--- src/rtl/alu_issue_if.sv ---
// Handshake and operand bundle between the register-read stage, the issue stage and the ALU.
// The master drives the instruction side and consumes the operation; the slave is the stage.
interface alu_issue_if;
    logic        in_valid;
    logic        in_ready;
    logic [31:0] instr;
    logic [31:0] rs_data;
    logic [31:0] rt_data;
    logic        flush;
    logic        out_valid;
    logic        out_ready;
    logic [31:0] alu_a;
    logic [31:0] alu_b;
    logic [3:0]  alu_op;
    logic [4:0]  wr_reg;
    logic        wr_en;
    logic        illegal;

    modport master (
        output in_valid, instr, rs_data, rt_data, flush, out_ready,
        input  in_ready, out_valid, alu_a, alu_b, alu_op, wr_reg, wr_en, illegal
    );

    modport slave (
        input  in_valid, instr, rs_data, rt_data, flush, out_ready,
        output in_ready, out_valid, alu_a, alu_b, alu_op, wr_reg, wr_en, illegal
    );
endinterface

--- src/rtl/alu_issue.sv ---
// Single-entry issue stage: decodes a MIPS ALU/load/store/branch instruction into ALU
// operands, opcode and writeback target, held in a full-throughput valid/ready register.
module alu_issue (
    input logic        clk,
    input logic        rst_n,
    alu_issue_if.slave bus
);
    localparam logic [3:0] AluAddu = 4'd0;
    localparam logic [3:0] AluSubu = 4'd1;
    localparam logic [3:0] AluAnd  = 4'd2;
    localparam logic [3:0] AluOr   = 4'd3;
    localparam logic [3:0] AluXor  = 4'd4;
    localparam logic [3:0] AluNor  = 4'd5;
    localparam logic [3:0] AluSlt  = 4'd6;
    localparam logic [3:0] AluSltu = 4'd7;
    localparam logic [3:0] AluSll  = 4'd8;
    localparam logic [3:0] AluSrl  = 4'd9;
    localparam logic [3:0] AluSra  = 4'd10;
    localparam logic [3:0] AluSllv = 4'd11;
    localparam logic [3:0] AluSrlv = 4'd12;
    localparam logic [3:0] AluSrav = 4'd13;
    localparam logic [3:0] AluLui  = 4'd14;

    logic [5:0]  opcode, funct;
    logic [4:0]  rt, rd, shamt;
    logic [31:0] imm_sext, imm_zext;

    logic [3:0]  dec_op;
    logic [31:0] dec_a, dec_b;
    logic [4:0]  dec_reg;
    logic        dec_wen, dec_ill;

    logic        valid_q;
    logic        accept;

    assign opcode   = bus.instr[31:26];
    assign rt       = bus.instr[20:16];
    assign rd       = bus.instr[15:11];
    assign shamt    = bus.instr[10:6];
    assign funct    = bus.instr[5:0];
    assign imm_sext = {{16{bus.instr[15]}}, bus.instr[15:0]};
    assign imm_zext = {16'h0000, bus.instr[15:0]};

    assign bus.in_ready  = !valid_q | bus.out_ready;
    assign bus.out_valid = valid_q;
    assign accept        = bus.in_valid & bus.in_ready & !bus.flush;

    always_comb begin
        dec_op  = AluAddu;
        dec_a   = bus.rs_data;
        dec_b   = bus.rt_data;
        dec_reg = 5'd0;
        dec_wen = 1'b0;
        dec_ill = 1'b0;
        case (opcode)
            6'h00: begin
                dec_reg = rd;
                dec_wen = 1'b1;
                case (funct)
                    6'h21: dec_op = AluAddu;
                    6'h23: dec_op = AluSubu;
                    6'h24: dec_op = AluAnd;
                    6'h25: dec_op = AluOr;
                    6'h26: dec_op = AluXor;
                    6'h27: dec_op = AluNor;
                    6'h2A: dec_op = AluSlt;
                    6'h2B: dec_op = AluSltu;
                    6'h00: begin dec_op = AluSll; dec_a = {27'b0, shamt}; end
                    6'h02: begin dec_op = AluSrl; dec_a = {27'b0, shamt}; end
                    6'h03: begin dec_op = AluSra; dec_a = {27'b0, shamt}; end
                    6'h04: dec_op = AluSllv;
                    6'h06: dec_op = AluSrlv;
                    6'h07: dec_op = AluSrav;
                    default: dec_ill = 1'b1;
                endcase
            end
            6'h09, 6'h0A, 6'h0B,
            6'h20, 6'h21, 6'h23, 6'h24, 6'h25: begin
                dec_op  = (opcode == 6'h0A) ? AluSlt : (opcode == 6'h0B) ? AluSltu : AluAddu;
                dec_b   = imm_sext;
                dec_reg = rt;
                dec_wen = 1'b1;
            end
            6'h0C, 6'h0D, 6'h0E, 6'h0F: begin
                dec_op  = (opcode == 6'h0C) ? AluAnd : (opcode == 6'h0D) ? AluOr :
                          (opcode == 6'h0E) ? AluXor : AluLui;
                dec_b   = imm_zext;
                dec_reg = rt;
                dec_wen = 1'b1;
            end
            6'h28, 6'h29, 6'h2B: dec_b = imm_sext;
            6'h04, 6'h05:        dec_op = AluSubu;
            default:             dec_ill = 1'b1;
        endcase
        if (dec_ill) begin
            dec_op  = AluAddu;
            dec_a   = '0;
            dec_b   = '0;
            dec_reg = 5'd0;
            dec_wen = 1'b0;
        end
        // $zero is never a real writeback target.
        if (dec_reg == 5'd0) dec_wen = 1'b0;
    end

    always_ff @(posedge clk or negedge rst_n) begin
        if (!rst_n) begin
            valid_q     <= 1'b0;
            bus.alu_a   <= '0;
            bus.alu_b   <= '0;
            bus.alu_op  <= AluAddu;
            bus.wr_reg  <= 5'd0;
            bus.wr_en   <= 1'b0;
            bus.illegal <= 1'b0;
        end else if (bus.flush) begin
            valid_q <= 1'b0;
        end else if (accept) begin
            valid_q     <= 1'b1;
            bus.alu_a   <= dec_a;
            bus.alu_b   <= dec_b;
            bus.alu_op  <= dec_op;
            bus.wr_reg  <= dec_reg;
            bus.wr_en   <= dec_wen;
            bus.illegal <= dec_ill;
        end else if (bus.out_ready) begin
            valid_q <= 1'b0;
        end
    end
endmodule

--- src/flat_wrapper.sv ---
// flat-port wrapper written by rule: the top's interface ports become plain ports
module alu_issue_flat 
  (clk, rst_n, bus_in_valid, bus_instr, bus_rs_data, bus_rt_data, bus_flush, bus_out_ready, bus_in_ready, bus_out_valid, bus_alu_a, bus_alu_b, bus_alu_op, bus_wr_reg, bus_wr_en, bus_illegal);
  alu_issue_if bus_i ();
  input logic clk;
  input logic rst_n;
  input wire logic [$bits(bus_i.in_valid)-1:0] bus_in_valid;
  input wire logic [$bits(bus_i.instr)-1:0] bus_instr;
  input wire logic [$bits(bus_i.rs_data)-1:0] bus_rs_data;
  input wire logic [$bits(bus_i.rt_data)-1:0] bus_rt_data;
  input wire logic [$bits(bus_i.flush)-1:0] bus_flush;
  input wire logic [$bits(bus_i.out_ready)-1:0] bus_out_ready;
  output wire logic [$bits(bus_i.in_ready)-1:0] bus_in_ready;
  output wire logic [$bits(bus_i.out_valid)-1:0] bus_out_valid;
  output wire logic [$bits(bus_i.alu_a)-1:0] bus_alu_a;
  output wire logic [$bits(bus_i.alu_b)-1:0] bus_alu_b;
  output wire logic [$bits(bus_i.alu_op)-1:0] bus_alu_op;
  output wire logic [$bits(bus_i.wr_reg)-1:0] bus_wr_reg;
  output wire logic [$bits(bus_i.wr_en)-1:0] bus_wr_en;
  output wire logic [$bits(bus_i.illegal)-1:0] bus_illegal;
  assign bus_i.in_valid = bus_in_valid;
  assign bus_i.instr = bus_instr;
  assign bus_i.rs_data = bus_rs_data;
  assign bus_i.rt_data = bus_rt_data;
  assign bus_i.flush = bus_flush;
  assign bus_i.out_ready = bus_out_ready;
  assign bus_in_ready = bus_i.in_ready;
  assign bus_out_valid = bus_i.out_valid;
  assign bus_alu_a = bus_i.alu_a;
  assign bus_alu_b = bus_i.alu_b;
  assign bus_alu_op = bus_i.alu_op;
  assign bus_wr_reg = bus_i.wr_reg;
  assign bus_wr_en = bus_i.wr_en;
  assign bus_illegal = bus_i.illegal;
  alu_issue u_core (.clk(clk), .rst_n(rst_n), .bus(bus_i));
endmodule
--- config.mk ---
export PLATFORM = sky130hd
export DESIGN_NAME = alu_issue_flat
export DESIGN_NICKNAME = d
export VERILOG_FILES = /design/src/rtl/alu_issue_if.sv /design/src/rtl/alu_issue.sv /design/src/flat_wrapper.sv
export SDC_FILE = /design/constraint.sdc
export NUM_CORES = 1
export LEC_CHECK = 0
export BUFFER_PORTS_ARGS = -buffer_cell sky130_fd_sc_hd__buf_2
export CELL_PAD_IN_SITES_DETAIL_PLACEMENT = 0
export CELL_PAD_IN_SITES_GLOBAL_PLACEMENT = 1
export CORE_MARGIN = 2
export CORE_UTILIZATION = 28
export DETAILED_ROUTE_END_ITERATION = 6
export PLACE_DENSITY_LB_ADDON = 0.1
export SETUP_SLACK_MARGIN = 0.2
export SYNTH_ARGS = -nofsm -noshare
export SYNTH_HDL_FRONTEND = slang
export SYNTH_SLANG_ARGS = --single-unit
--- constraint.sdc ---
create_clock -name clk -period 1.6 [get_ports clk]
set_input_delay 0.16 -clock clk [delete_from_list [all_inputs] [get_ports clk]]
set_output_delay 0.16 -clock clk [all_outputs]
set_load 0.02 [all_outputs]
==> results.md, run 1 <==
- Clock period minus worst slack: 1.48 ns
- Post-route setup slack: 0.116 ns
- Proportion of synthesized chip area in sequential cells: 48.9%
- Cell area after synthesis: 3890 sq um
- Worst hold path class: in -> reg
- Number of distinct library cell variants in the gate-level netlist after synthesis: 51
- Overall die area: ~15000 sq um
- Max-capacitance violation count: 0
- Critical Path RT: 1.83 ns
- Max IR drop VDD: 353 uV
- Global placement routability congestion: 0.781
- Inserted Diodes: 0
- Final cell area excluding filler cells: 6090 sq um
- Overall global routing resource usage: around 17%
- Initial cell density of the core: 28.4%
- Number of global-route vias before repair: 3580
- Antenna violations before repair: 0
- NumNets Final: 723
- Root buf cell: sky130_fd_sc_hd__clkbuf_16
- Layout cells sized above 1: 50.8%
- Clk slew on worst S/H paths: 0.06 ns
- Total setup violations reported at the end of the flow: 0
- Fillers: 1359
- Arrival time at the worst endpoint: between 1.5 and 2 ns
- Async set-or-reset flop fraction in the synthesized netlist: 100%
- Via/cell ratio: approximately 4.7
- Setup slack of the most critical reg-to-reg path: ~0.12 ns
- Die height: 122 um
- Setup skew after layout: 0.00644 ns
- First-pass detailed-route iteration total: 4
- Vias: 3772
- CTS buffer count: 9
- Tcrit/Tclk final: between 90 and 100%
- Routed wirelength normalized by instance count: 17.4 um
- Placement-stage cell area: 5280 sq um
- Clock tree from TritonCTS: done
- Area share of the largest cell type after synthesis: 48.9%
- Estimated wirelength of the detail-placed design: between 8000 and 9000 um
- Normalized max-slew margin: between 70% and 80%
- Die extent in x: roughly 120 um
- Number of enable-type register cells in the synthesized netlist: 0
- Layout-stage area growth over the synthesis result: 56.4%
- Cell area power density: 915 nW/um^2
- Cell count after synthesis: 401
- Min-delay src: bus_flush
- DRC marker count from the first detailed-route iteration: 130
- Endpoint kind of the worst setup timing path: flop
- Startpoint of the lowest-slack register-to-register path: u_core.bus.out_valid$_DFFE_PN0P_
- Dominant synthesized flop cell: sky130_fd_sc_hd__dfrtp_1
- Pin count of the biggest net entering global routing: 37
- Worst slack, placed: -0.165 ns
- Cell taking the most area after synthesis: sky130_fd_sc_hd__dfrtp_1
- Final hold vios: 0
- Commonest cells after routing, fill and taps aside: sky130_fd_sc_hd__buf_2, sky130_fd_sc_hd__nand2_1, sky130_fd_sc_hd__dfrtp_1
- Worst Hold Slack: 0.0254 ns
- Ranking of synthesized cells by area: sky130_fd_sc_hd__dfrtp_1, sky130_fd_sc_hd__nand2_1, sky130_fd_sc_hd__o21ai_0
- Type of element launching the critical path: flop
- Clk Latency, worst-skew pair: 0.34 ns
- Leak Pwr: roughly 3.1 nW
- Status: complete, no violations
- Worst Setup SP: u_core.bus.out_valid$_DFFE_PN0P_
- I/O pins: 178
- Average cell area after synthesis: about 9.7 sq um
- Core footprint: 13700 sq um
- Worst Path Max Fanout: 17
- Worst-case clock buffer depth: 2
- I/O Buffers: approximately 170
- Row Count: 43
- Number of routed nets with antenna violations: 0
- Total grt overflow: 0
- Transition time at the pin with the least slew margin: 0.408 ns
- Critical path type: reg -> reg
- Total count of max-transition violations in the final report: 0
- Total wirelength of the detailed-routed design: 14000 um
- Number of nets in the synthesized netlist: 502
- CTS sink count: 76
- Warning count from the yosys run: 0
- RSZ-0062 raised after global routing: true
- First-pass GRT wire length: between 15000 and 20000 um
- #FFs+latches synth: 76
- Upper clock frequency limit: between 0.6 and 0.7 GHz
- Number of design rule violations left after detail routing: 0
- Clock H-tree levels: 3
- Most frequent standard cell in the layout excluding fill and tap cells: sky130_fd_sc_hd__buf_2
[synth_stat cells (2+ instances only)]
library cell	number
sky130_fd_sc_hd__nand3_4	2
sky130_fd_sc_hd__buf_2	5
sky130_fd_sc_hd__a22oi_1	5
sky130_fd_sc_hd__a211oi_1	2
sky130_fd_sc_hd__nor2_1	13
sky130_fd_sc_hd__clkbuf_1	16
sky130_fd_sc_hd__nand3b_1	2
sky130_fd_sc_hd__o21ai_0	53
sky130_fd_sc_hd__nand2_1	101
sky130_fd_sc_hd__inv_1	3
sky130_fd_sc_hd__nor2b_1	4
sky130_fd_sc_hd__a21oi_1	7
sky130_fd_sc_hd__o21a_1	2
sky130_fd_sc_hd__nor3_1	3
sky130_fd_sc_hd__nand2b_1	4
sky130_fd_sc_hd__o21ai_2	30
sky130_fd_sc_hd__or4_1	3
sky130_fd_sc_hd__or3_1	2
sky130_fd_sc_hd__buf_6	5
sky130_fd_sc_hd__buf_12	2
sky130_fd_sc_hd__dfrtp_1	76
sky130_fd_sc_hd__o21ai_1	11
sky130_fd_sc_hd__mux2i_1	22
[where the power goes]
| group | internal, mW | leakage, nW | total, mW | switching (mW) |
|---|---|---|---|---|
| clock | 1.08 | 0.126 | 1.88 | 0.798 |
| sequential | 2.11 | 1.02 | 2.20 | 0.0916 |
| combinational | 0.629 | 1.93 | 1.48 | 0.852 |
| total | 3.83 | 3.07 | 5.57 | 1.74 |
[repair_timing]
item | CTS | global route
endpoints found under the setup margin | 56 | 75
buffers inserted | 7 | 7
cloned | 3 | 9
gates resized for setup | 26 | 26
hold buffers | 1 | 0
hold endpoints to repair | 23 | 0
pin swaps | 6 | 8
[final cells by class]
class                   count  area [sq um]  share of cell area [%]
clock inverters             2          12.5                   0.206
well taps                 180           225                    3.70
flip-flops and latches     76          1900                    31.3
inverters                   3          11.3                   0.185
repair buffers            239          1770                    29.0
multi-input cells         293          1920                    31.5
clock buffers              13           250                    4.11
[worst max-delay path, cell delays in order (launching register included)]
cell and delay [ns]:
sky130_fd_sc_hd__dfrtp_2 0.40, sky130_fd_sc_hd__nor2b_4 0.14, sky130_fd_sc_hd__nor3b_4 0.24, sky130_fd_sc_hd__buf_12 0.17, sky130_fd_sc_hd__nand3_4 0.13, sky130_fd_sc_hd__buf_12 0.19, sky130_fd_sc_hd__o21a_1 0.10
[path summary, 6_finish.rpt]
path                                                    end  cells after the start
setup reg to reg             u_core.bus.illegal$_DFFE_PN0P_                      6
max in group asynchronous   u_core.bus.alu_b[8]$_DFFE_PN0P_                      3
hold / removal             u_core.bus.out_valid$_DFFE_PN0P_                      2
hold reg to reg            u_core.bus.alu_b[27]$_DFFE_PN0P_                      2
min in group asynchronous  u_core.bus.out_valid$_DFFE_PN0P_                      2
setup / recovery             u_core.bus.illegal$_DFFE_PN0P_                      6
[metal layers]
| layer | vias to the layer above | routed length, um | track usage (%) | part of all wire [%] |
|---|---|---|---|---|
| met4 | 0 | 289 | 6.90 | 2.1 |
| met3 | 18 | 605 | 2.81 | 4.3 |
| met5 | - | 0 | 0 | 0 |
| met2 | 105 | 6770 | 27.6 | 48 |
| li1 | 1850 | - | - | - |
| met1 | 1799 | 6330 | 22.9 | 45 |
[stage by stage]
stage	std cells	total power [mW]	setup TNS [ns]	util, %
after floorplan	401	2.96	0	-
after global placement	764	3.51	-6.68	38.5
after CTS	790	5.52	0	42.0
after detailed placement	764	3.53	-6.91	38.5
final	806	5.57	0	44.4
after global routing	806	5.84	0	44.4
[logic make-up after synthesis]
family,share of synthesized area (%)
AND/OR/NAND/NOR,17.8
AO/OA/AOI/OAI,22.3
flip-flops,48.9
buffers and inverters,5.14
multiplexers,5.95
Note: power is estimated with default switching activity, not from simulation.
==> inputs of run 2 (changes only) <==
- CTS_BUF_LIST: not set -> sky130_fd_sc_hd__clkbuf_16
- PLACE_DENSITY: not set -> 0.71
- PLACE_DENSITY_LB_ADDON: 0.1 -> not set
==> results.md, run 2 (synthesis gave the netlist of run 1 again) <==
- Number of global-route vias before repair: 3649
- Via/cell ratio: ~4.7
- Most frequent standard cell in the layout excluding fill and tap cells: sky130_fd_sc_hd__buf_2
- Transition time at the pin with the least slew margin: 0.397 ns
- Fillers: roughly 1400
- Worst slack, placed: -0.160 ns
- Clk slew on worst S/H paths: 0.06 ns
- Overall global routing resource usage: 16.1%
- Placed instance count: 765
- Post-route setup slack: 0.114 ns
- Max-capacitance violation count: 0
- Root buf cell: sky130_fd_sc_hd__clkbuf_16
- Worst hold path class: in -> reg
- Critical Path RT: 1.86 ns
- Total count of max-transition violations in the final report: 0
- Total grt overflow: 0
- Total power: between 5 and 6 mW
- Arrival time at the worst endpoint: approximately 1.7 ns
- Startpoint of the lowest-slack register-to-register path: u_core.bus.out_valid$_DFFE_PN0P_
- Placement-stage cell area: 5250 sq um
- Clock tree from TritonCTS: done
- Leak Pwr: 3.00 nW
- Global placement routability congestion: 0.799
- Pin count of the biggest net entering global routing: 73
- Sum Neg Setup Slack: 0 ns
- Tcrit/Tclk final: a little over 90%
- Estimated wirelength of the detail-placed design: 8980 um
- NumNets Final: 714
- Upper clock frequency limit: between 0.6 and 0.7 GHz
- Status: complete, no violations
- Total setup violations reported at the end of the flow: 0
- Initial cell density of the core: 28.4%
- Die height: 122 um
- Worst Hold Slack: 0.0355 ns
- RSZ-0062 raised after global routing: true
- Endpoint kind of the worst setup timing path: flop
- CTS sink count: 76
- Critical path endpoint: u_core.bus.wr_reg[3]$_DFFE_PN0P_
- CTS buffer count: 9
- Overall die area: between 10000 and 15000 sq um
- Final standard cell count with taps included and fillers excluded: 798
- I/O pins: 178
- Type of element launching the critical path: flop
- Die extent in x: around 120 um
- Layout-stage area growth over the synthesis result: 51.7%
- Clk Latency, worst-skew pair: 0.33 ns
- Worst Setup SP: u_core.bus.out_valid$_DFFE_PN0P_
- Final cell area excluding filler cells: 5900 sq um
- Routed wirelength normalized by instance count: 16.4 um
- Setup skew after layout: 0.00347 ns
- Total wirelength of the detailed-routed design: roughly 13000 um
- Layout cells sized above 1: between 50% and 60%
- Post-route core utilization: around 43%
- Clock H-tree levels: 3
- Reg2reg path depth: 7
- Number of routed nets with antenna violations: 0
- Final hold vios: 0
- Critical path type: reg -> reg
- Cell area power density: 975 nW/um^2
- Max IR drop VDD: between 600 and 700 uV
- Min-delay src: bus_flush
- Vias: roughly 3800
- Normalized max-slew margin: 73.5%
- Row Count: 43
- First-pass GRT wire length: 18400 um
- Commonest cells after routing, fill and taps aside: sky130_fd_sc_hd__buf_2, sky130_fd_sc_hd__nand2_1, sky130_fd_sc_hd__dfrtp_1
- DRC marker count from the first detailed-route iteration: around 180
- Inserted Diodes: 0
- Worst-case clock buffer depth: 2
- Antenna violations before repair: 0
- First-pass detailed-route iteration total: 7
- Worst Path Max Fanout: 11
- I/O Buffers: 172
- Clock period minus worst slack: 1.49 ns
- Setup slack of the most critical reg-to-reg path: 0.11 ns
- Number of design rule violations left after detail routing: 0
- RR Endpoint: u_core.bus.wr_reg[3]$_DFFE_PN0P_
- Core footprint: 13700 sq um
==> run 2: cell count changes in the layout (fill, tap and decap cells not counted), moves of 7 or more <==
| cell | change |
|---|---|
| sky130_fd_sc_hd__buf_12 | -7 |
| sky130_fd_sc_hd__o21ai_0 | +9 |
| sky130_fd_sc_hd__nand2_1 | -14 |
| sky130_fd_sc_hd__nand2_2 | +10 |
| sky130_fd_sc_hd__o21ai_2 | -13 |
==> run 2: metal layers <==
metal,GRT usage (%),up-vias,routed length (um)
li1,-,1819,-
met1,20.5,1828,5850
met2,26.9,101,6370
met3,2.72,18,584
met4,6.82,0,251
met5,0,-,0
==> run 2: critical path, cell delays in order, from the launching register on <==
cell and delay, ns:
sky130_fd_sc_hd__dfrtp_2 0.40, sky130_fd_sc_hd__nor2b_4 0.14, sky130_fd_sc_hd__nor3b_4 0.18, sky130_fd_sc_hd__buf_6 0.15, sky130_fd_sc_hd__buf_12 0.12, sky130_fd_sc_hd__nand3_4 0.10, sky130_fd_sc_hd__buf_12 0.16, sky130_fd_sc_hd__o21ai_0 0.15
==> run 2: power by group <==
part	switching (mW)	internal (mW)	leakage, nW
registers	0.100	2.11	1.02
logic	0.823	0.569	1.83
clock network	0.806	1.35	0.155
==> run 2: how the worst min path moves through the flow <==
stage / end / cells after the start
after floorplan: u_core.bus.alu_a[0]$_DFFE_PN0P_ / 0
after global placement: u_core.bus.alu_b[18]$_DFFE_PN0P_ / 1
after detailed placement: u_core.bus.alu_b[18]$_DFFE_PN0P_ / 1
after CTS: u_core.bus.out_valid$_DFFE_PN0P_ / 2
after global routing: u_core.bus.out_valid$_DFFE_PN0P_ / 2
final: u_core.bus.out_valid$_DFFE_PN0P_ / 2
==> run 2: layout make-up <==
type                    count  area (sq um)  area share, %
clock buffers               9           225           3.81
flip-flops and latches     76          1900           32.2
multi-input cells         293          1930           32.6
repair buffers            230          1530           25.9
inverters                   3          11.3          0.191
clock inverters             7          83.8           1.42
well taps                 180           225           3.81
==> run 2: what timing repair did <==
| item | 4_1_cts | 5_1_grt |
|---|---|---|
| pin swaps | 1 | 12 |
| buffers inserted | 3 | 6 |
| endpoints found under the setup margin | 65 | 75 |
| gates resized for setup | 5 | 45 |
| endpoints found under the hold margin | 20 | 0 |
| hold buffers | 1 | 0 |
| gates cloned | 0 | 7 |
